**config.mk**
```make
export PLATFORM = sky130hd
export DESIGN_NAME = lcd_init_module_flat
export DESIGN_NICKNAME = d
export VERILOG_FILES = /design/src/rtl/lcd_init_module_if.sv /design/src/rtl/lcd_init_module.sv /design/src/flat_wrapper.sv
export SDC_FILE = /design/constraint.sdc
export NUM_CORES = 1
export LEC_CHECK = 0
export BUFFER_PORTS_ARGS = -buffer_cell sky130_fd_sc_hd__buf_2
export CORE_ASPECT_RATIO = 1.5
export CORE_UTILIZATION = 41
export DETAILED_ROUTE_END_ITERATION = 12
export PLACE_DENSITY_LB_ADDON = 0.1
export SLEW_MARGIN = 25
export SYNTH_ARGS = -nofsm -noshare
export SYNTH_HDL_FRONTEND = slang
export SYNTH_SLANG_ARGS = --single-unit
```
**constraint.sdc**
```tcl
create_clock -name CLK -period 3.77 [get_ports CLK]
set_clock_uncertainty 0.15 [all_clocks]
set_input_delay 0.1885 -clock CLK [delete_from_list [all_inputs] [get_ports CLK]]
set_output_delay 0.1885 -clock CLK [all_outputs]
set_load 0.01 [all_outputs]
```
**src/rtl/lcd_init_module_if.sv**
```systemverilog
// SPI writer handshake between the LCD init stage (master) and the shared SPI write module (slave).
interface lcd_init_module_if;
  logic       SPI_Start_Sig;
  logic [9:0] SPI_Data;
  logic       SPI_Done_Sig;

  modport master (output SPI_Start_Sig, output SPI_Data, input SPI_Done_Sig);
  modport slave  (input SPI_Start_Sig, input SPI_Data, output SPI_Done_Sig);
endinterface

```
**src/rtl/lcd_init_module.sv**
```systemverilog
// ST7565 power-up sequencer: panel hardware reset timing, then a fixed command list streamed to the SPI writer.
// Define LCD_INIT_CLEAR_EN to append a full display-RAM clear (8 pages x 128 columns) after the command list.
module lcd_init_module #(
  parameter int unsigned RST_LOW_CYC  = 50000,
  parameter int unsigned RST_WAIT_CYC = 250000,
  parameter logic [7:0]  CONTRAST     = 8'h20
) (
  input  logic              CLK,
  input  logic              RST,
  input  logic              Start_Sig,
  lcd_init_module_if.master spi,
  output logic              LCD_RST_Out,
  output logic              Done_Sig
);
  localparam int unsigned CNT_MAX = (RST_LOW_CYC > RST_WAIT_CYC) ? RST_LOW_CYC : RST_WAIT_CYC;
  localparam int unsigned CNT_W   = ($clog2(CNT_MAX + 1) > 18) ? $clog2(CNT_MAX + 1) : 18;
  localparam int unsigned IDX_W   = 11;
  localparam int unsigned N_CMDS  = 9;
`ifdef LCD_INIT_CLEAR_EN
  localparam int unsigned N_WORDS = 1057;
`else
  localparam int unsigned N_WORDS = 9;
`endif

  typedef enum logic [2:0] {
    S_IDLE, S_RST_LOW, S_RST_WAIT, S_ISSUE, S_WAIT_DONE, S_GAP, S_DONE, S_HOLD
  } state_t;

  state_t           r_state;
  logic [CNT_W-1:0] r_cnt;
  logic [IDX_W-1:0] r_idx;
  logic             r_spi_start;
  logic [9:0]       r_spi_data;
  logic             r_lcd_rst;
  logic             r_done;
  logic [9:0]       w_word;
  logic             w_last;
`ifdef LCD_INIT_CLEAR_EN
  logic [2:0]       r_page;
  logic [7:0]       r_col;
`endif

  assign spi.SPI_Start_Sig = r_spi_start;
  assign spi.SPI_Data      = r_spi_data;
  assign LCD_RST_Out       = r_lcd_rst;
  assign Done_Sig          = r_done;
  assign w_last            = (r_idx == IDX_W'(N_WORDS - 1));

  always_comb begin
    w_word = '0;
    if (r_idx < IDX_W'(N_CMDS)) begin
      case (r_idx[3:0])
        4'd0:    w_word = 10'h0E2;
        4'd1:    w_word = 10'h0A2;
        4'd2:    w_word = 10'h0A0;
        4'd3:    w_word = 10'h0C8;
        4'd4:    w_word = 10'h02F;
        4'd5:    w_word = 10'h024;
        4'd6:    w_word = 10'h081;
        4'd7:    w_word = {2'b00, CONTRAST};
        4'd8:    w_word = 10'h0AF;
        default: w_word = '0;
      endcase
    end
`ifdef LCD_INIT_CLEAR_EN
    else begin
      // Each page is a 3-word address header followed by 128 zero data bytes.
      case (r_col)
        8'd0:    w_word = {2'b00, 4'hB, 1'b0, r_page};
        8'd1:    w_word = 10'h010;
        8'd2:    w_word = 10'h000;
        default: w_word = 10'h100;
      endcase
    end
`endif
  end

  always_ff @(posedge CLK) begin
    if (RST) begin
      r_state     <= S_IDLE;
      r_cnt       <= '0;
      r_idx       <= '0;
      r_spi_start <= 1'b0;
      r_spi_data  <= '0;
      r_lcd_rst   <= 1'b1;
      r_done      <= 1'b0;
`ifdef LCD_INIT_CLEAR_EN
      r_page      <= '0;
      r_col       <= '0;
`endif
    end else begin
      case (r_state)
        S_IDLE: begin
          if (Start_Sig) begin
            r_state   <= S_RST_LOW;
            r_cnt     <= '0;
            r_idx     <= '0;
            r_lcd_rst <= 1'b0;
`ifdef LCD_INIT_CLEAR_EN
            r_page    <= '0;
            r_col     <= '0;
`endif
          end
        end
        S_RST_LOW: begin
          if (r_cnt == CNT_W'(RST_LOW_CYC - 1)) begin
            r_cnt     <= '0;
            r_lcd_rst <= 1'b1;
            r_state   <= S_RST_WAIT;
          end else begin
            r_cnt <= r_cnt + 1'b1;
          end
        end
        // SPI_Start_Sig/SPI_Data are loaded on the edge entering ISSUE so the
        // request is already visible while in ISSUE (keeps the one-cycle GAP).
        S_RST_WAIT: begin
          if (r_cnt == CNT_W'(RST_WAIT_CYC - 1)) begin
            r_cnt       <= '0;
            r_spi_start <= 1'b1;
            r_spi_data  <= w_word;
            r_state     <= S_ISSUE;
          end else begin
            r_cnt <= r_cnt + 1'b1;
          end
        end
        S_ISSUE: r_state <= S_WAIT_DONE;
        S_WAIT_DONE: begin
          if (spi.SPI_Done_Sig) begin
            r_spi_start <= 1'b0;
            if (w_last) begin
              r_done  <= 1'b1;
              r_state <= S_DONE;
            end else begin
              r_idx   <= r_idx + 1'b1;
              r_state <= S_GAP;
`ifdef LCD_INIT_CLEAR_EN
              if (r_idx >= IDX_W'(N_CMDS)) begin
                if (r_col == 8'd130) begin
                  r_col  <= '0;
                  r_page <= r_page + 1'b1;
                end else begin
                  r_col <= r_col + 1'b1;
                end
              end
`endif
            end
          end
        end
        S_GAP: begin
          r_spi_start <= 1'b1;
          r_spi_data  <= w_word;
          r_state     <= S_ISSUE;
        end
        S_DONE: begin
          r_done  <= 1'b0;
          r_state <= S_HOLD;
        end
        S_HOLD: begin
          if (!Start_Sig) r_state <= S_IDLE;
        end
        default: r_state <= S_IDLE;
      endcase
    end
  end
endmodule

```
**src/flat_wrapper.sv**
```systemverilog
// flat-port wrapper written by rule: the top's interface ports become plain ports
module lcd_init_module_flat 
#(
  parameter int unsigned RST_LOW_CYC  = 50000,
  parameter int unsigned RST_WAIT_CYC = 250000,
  parameter logic [7:0]  CONTRAST     = 8'h20
)
  (CLK, RST, Start_Sig, LCD_RST_Out, Done_Sig, spi_SPI_Start_Sig, spi_SPI_Data, spi_SPI_Done_Sig);
  lcd_init_module_if spi_i ();
  input  logic CLK;
  input  logic RST;
  input  logic Start_Sig;
  output logic LCD_RST_Out;
  output logic Done_Sig;
  output wire logic [$bits(spi_i.SPI_Start_Sig)-1:0] spi_SPI_Start_Sig;
  output wire logic [$bits(spi_i.SPI_Data)-1:0] spi_SPI_Data;
  input wire logic [$bits(spi_i.SPI_Done_Sig)-1:0] spi_SPI_Done_Sig;
  assign spi_SPI_Start_Sig = spi_i.SPI_Start_Sig;
  assign spi_SPI_Data = spi_i.SPI_Data;
  assign spi_i.SPI_Done_Sig = spi_SPI_Done_Sig;
  lcd_init_module #(.RST_LOW_CYC(RST_LOW_CYC), .RST_WAIT_CYC(RST_WAIT_CYC), .CONTRAST(CONTRAST)) u_core (.CLK(CLK), .RST(RST), .Start_Sig(Start_Sig), .spi(spi_i), .LCD_RST_Out(LCD_RST_Out), .Done_Sig(Done_Sig));
endmodule
```
# Yosys cells after proc, flatten, opt, wreduce, memory -nomap -nowiden
# Memory sizes are Yosys's and may differ from the RTL's. A register that Yosys moved wholly into a read port is not among the register bits.
# Index checks and enable logic that the tools add are counted.
# classes
reduce_logical	14
div_mod_pow	0
n_lt_le_gt_ge	1
addsub	2
shift	0
mux	29
n_eq_ne	17
bitwise	0
multipliers	0
# ops
cell	count
$mux W18	3
$pmux W18 S3	1
$mux W11	3
$pmux W3 S8	1
$pmux W11 S2	1
$mux W10	2
$pmux W10 S2	1
$add A18 B1 Y18 const B	1
$eq A18 B16 Y1 const B	1
$eq A18 B18 Y1 const B	1
$mux W3	5
$eq A3 B3 Y1 const B	4
$add A11 B1 Y11 const B	1
$eq A11 B4 Y1 const B	1
$lt A11 B4 Y1 const B	1
$reduce_and A3 Y1	3
$mux W4	2
$ne A2 B2 Y1 const B	4
$reduce_bool A2 Y1	4
$eq A3 B2 Y1 const B	2
$mux W1	6
$ne A2 B1 Y1 const B	3
$reduce_bool A3 Y1	2
$reduce_and A5 Y1	1
7 further kinds	9
# totals
mem_count	1
latchBits	0
input_bits	4
output_inout_bits	13
ff_bits	45
word_cells	71
ramBits	0
mem_bits_ro	112
# mem_list
memory	words	word_bits	rd	rd_ports_with_merged_regs	write_ports	line	rtl
(no name shown)	16	7	1	1	0	lcd_init_module.sv:52	case (r_idx[3:0])

# Logic depth before layout (Yosys ltp)
# logic_depth
depth_word	6
mapped_depth	11
depth_no_buf	10

# Least setup slack after synthesis
# No wires, ideal clock.
# synth_timing
kind	register to register
start	register u_core.r_idx[8]
end	register (tool-made name)
required_time_ns	3.525
slack_ns	0.967
t_arrival_ns	2.558
path_stages_with_launch	10
path_buffers	1
synth_period_minus_slack_ns	2.803
setup_time_ns	0.095
cell_sequence	dfxtp_1 > or4_4 > or4_1 > buf_2 > nand2_1 > xnor2_1 > or2_2 > ha_1 > or3_1 > o311ai_1
# synth_rtl
item	line	rtl
start, declared	lcd_init_module.sv:31	logic [IDX_W-1:0] r_idx;
start signal, assigned	lcd_init_module.sv:134	r_idx <= r_idx + 1'b1;

==> results.md <==
* Count of state elements after synthesis at 49
* Data required time of the critical path at 3.79 ns
* Area of all sequential standard cells at 981 um2
* Remaining global-route overflow at 0
* Number of levels the H-tree was split into at 2
* Final critical-path required period at 3.01 ns
* Synthesized area at 2520 um2
* Half-perimeter wire length of the detailed placement result at 3870 um
* Number of CTS-inserted buffers at 5
* Top fanout value on the critical path at 7
* Hold violation count in the final report at 0
* Fill cell instance count of the final layout at 611
* Largest net degree at the start of global routing at 23
* Post-Place Cell Area at 2620 um2
* Max-slew violation count at 0
* Most common cell type on the critical path: inv_1
* Net total in the final layout at 319
* Path type of the worst setup path: flop to flop
* Number of sinks handled by clock tree synthesis at 49
* Growth of design area from synthesis to finish at 8.70%
* Post-route fraction of the period consumed by the critical path at 79.9%
* Max-cap violations at 0
* Placeable core area at 5870 um2
* RSZ-0062 raised after global routing: false
* Hold path startpoint: Start_Sig
* Number of DRC markers after the initial detailed-route iteration at 115
* Share of layout cells above drive strength 1 at 10.4%
* Setup-violating endpoint count in the final report at 0
* Headroom to the max-slew limit at 44.0%
* Initial cell density of the core at 42.9%
* TritonCTS clock tree: built
* Detailed-router iteration count before antenna repair at 4
* PortBufs at 13
* Post-synth EDFFs at 0
* Most used DFF post-synth: dfxtp_1
* Count of cells along the worst register-to-register path at 8
* Hold path depth at 3
* Slowest stage delay, CP at 0.67 ns
* DIE HEIGHT at 97.9 um
* Total area of multi-input combinational cells at 1440 um2
* Critical Path Start Type: flop
* Via count of the first global-routing pass at 2007
* Floorplan row count at 34
* Horizontal extent of the die at 66.0 um
* Kind of path behind the tightest hold check: input pin to flop
* Slowest stage cell on the critical path: or4_1
* Residual DRC at 0
* Detailed-route via count at 2099
* Maximum count of clock buffers along a single path at 2
* Number of antenna violations at the first check in global routing at 0
* CTS Root Cell: clkbuf_8
* Hold EP: u_core.LCD_RST_Out
* Sequential-to-total area share from yosys stat at 39.0%
* Reg-to-Reg Start: u_core.r_idx[8]
* Number of instances in the synthesized netlist at 298
* Register-to-register setup slack at 0.76 ns
* Reported leakage power at 1.00 nW
* GRT Total Usage at 18.0%
* Overall routed net length at 5240 um
* Area of the die at 6460 um2
* Power, Total at 1.35 mW
* Synth async-reset ratio at 0%
* Summed negative setup slack over all endpoints at 0 ns
* Number of warnings reported in the yosys synthesis log at 0
* Cell breakdown of the critical path: or4_4 -> or4_1 -> a21o_1 -> a21oi_1 -> inv_1 -> ha_1 -> inv_1 -> o22ai_1
* Via-to-Cell Ratio at 5.54
* Inserted Diodes at 0
* Slew at the pin closest to its max-slew limit at 0.832 ns
* Post-synthesis cell type count at 56
* Final weighted congestion of routability-driven global placement at 0.809
* CP Capture Type: flop
* Average detailed-routed wire length per instance at 13.8 um
* Mean instance size in the synthesized netlist at 8.44 um2
* Peak supply drop at 0.251 mV
* Routed Antenna Nets at 0
* Cell Pwr Density at 494 nW/um2
* Data arrival time of the worst path at 3.03 ns
* Clk slew on worst S/H paths at 0.09 ns
* Final instance area at 2740 um2
* Fmax achieved at 332 MHz
* Result of the run: completed
* Clock network latency to the later pin of the worst-skew pair at 0.30 ns
* Wire length of the first global-routing pass at 9170 um
* I/O pin count at 17
==> cell type report <==
type / count / area share, %
clock buffer: 5 / 2.52
clock inverter: 2 / 1.28
inverter: 8 / 1.10
multi-input combinational: 227 / 52.7
sequential: 49 / 35.9
tap: 72 / 3.29
timing repair buffer: 16 / 3.29
==> worst max-delay path: cells and delay by family (launching register included) <==
family | cells | cell delay [ns]
simple gates | 2 | 1.21
compound gates | 3 | 0.75
flops | 1 | 0.34
fa+ha+maj | 1 | 0.25
buf+inv | 2 | 0.18
==> stage by stage <==
step	hold WS, ns	utilization [%]	worst slack [ns]	cells
finish	0.109	46.6	0.759	379
global route	0.122	46.6	0.560	379
detailed placement	0.293	44.7	0.738	371
floorplan	0.134	-	0.967	300
global placement	0.296	44.7	0.758	371
CTS	0.102	46.6	0.725	379
==> layer usage <==
| layer | vias up | share of wire [%] | global-route usage (%) |
|---|---|---|---|
| met5 | - | 0 | 0 |
| met4 | 0 | 1.0 | 4.91 |
| met3 | 4 | 2.2 | 3.27 |
| met2 | 18 | 52 | 32.7 |
| met1 | 994 | 44 | 20.8 |
| li1 | 1083 | - | - |
==> cells in the mapped netlist, types with 3 or more instances <==
master    instances  area share [%]
o311ai_0          7             2.4
clkbuf_1         10             1.5
dfxtp_1          49              39
xnor2_1          11             3.8
a21oi_1          13             2.6
or2_2             4            0.99
buf_4             3            0.90
a21o_1            4             1.2
a211oi_1          3            0.90
xor2_1           13             4.5
o22ai_1           3            0.75
nor3_1            9             1.8
ha_1              8             4.0
nor2_1           35             5.2
and2_1            4            0.99
or3_1             4            0.99
nand2b_1          4            0.99
nor4_1            5             1.2
and4_1            3             1.0
and3_1            4            0.99
nand3_1          16             3.2
nand2_1          28             4.2
o21ai_0           5            0.99
nand4_1           7             1.7
inv_1             8             1.2
nor2b_1           3            0.75
==> cell usage in the layout (no fill, tap or decap), drive strengths merged, types with 2 or more instances in the layout <==
cell type / count
or3: 4
o311ai: 8
conb: 3
o21ai: 5
dfxtp: 49
nor3b: 2
and2: 4
o31ai: 2
a21oi: 13
a211oi: 3
or2: 4
or4: 3
nor3: 9
nand2b: 4
nand4: 7
buf: 15
a21o: 4
nor2: 35
nor4: 5
inv: 8
and3: 4
o22ai: 3
a41oi: 2
xor2: 13
and4: 3
clkbuf: 5
ha: 8
nor2b: 3
nand2: 28
nand3: 16
xnor2: 11
==> cell families (layout without fill, tap and decap cells) <==
family          after synthesis  count (layout)  share of synthesized area [%]
buf+inv                      24              31                           4.08
xor+xnor                     24              24                           8.35
compound gates               53              53                           15.8
simple gates                138             138                           28.2
mux                           1               1                          0.398
other cells                   1               3                          0.149
flops                        49              49                           39.0
fa+ha+maj                     8               8                           3.98
==> worst max path at each step <==
| stage | cells after the start | end | startpoint |
|---|---|---|---|
| CTS | 8 | flop | u_core.r_idx[8] |
| global route | 8 | flop | u_core.r_idx[8] |
| detailed placement | 8 | flop | u_core.r_idx[8] |
| floorplan | 9 | flop | u_core.r_idx[8] |
| global placement | 8 | flop | u_core.r_idx[8] |
| finish | 8 | flop | u_core.r_idx[8] |
==> where the power goes <==
| part | internal [mW] | switching, mW | total (mW) |
|---|---|---|---|
| Sequential | 0.558 | 0.0673 | 0.625 |
| Clock | 0.193 | 0.171 | 0.364 |
| Combinational | 0.138 | 0.224 | 0.362 |
| Total | 0.889 | 0.462 | 1.35 |
==> what timing repair did <==
| action | 4_1_cts | 5_1_grt |
|---|---|---|
| hold buffers | 1 | 0 |
| resized for setup | 0 | 0 |
| buffers inserted | 0 | 0 |
| hold endpoints to repair | 1 | 0 |
| endpoints found under the setup margin | 0 | 0 |
No activity file was read; power rests on OpenSTA's default activity.
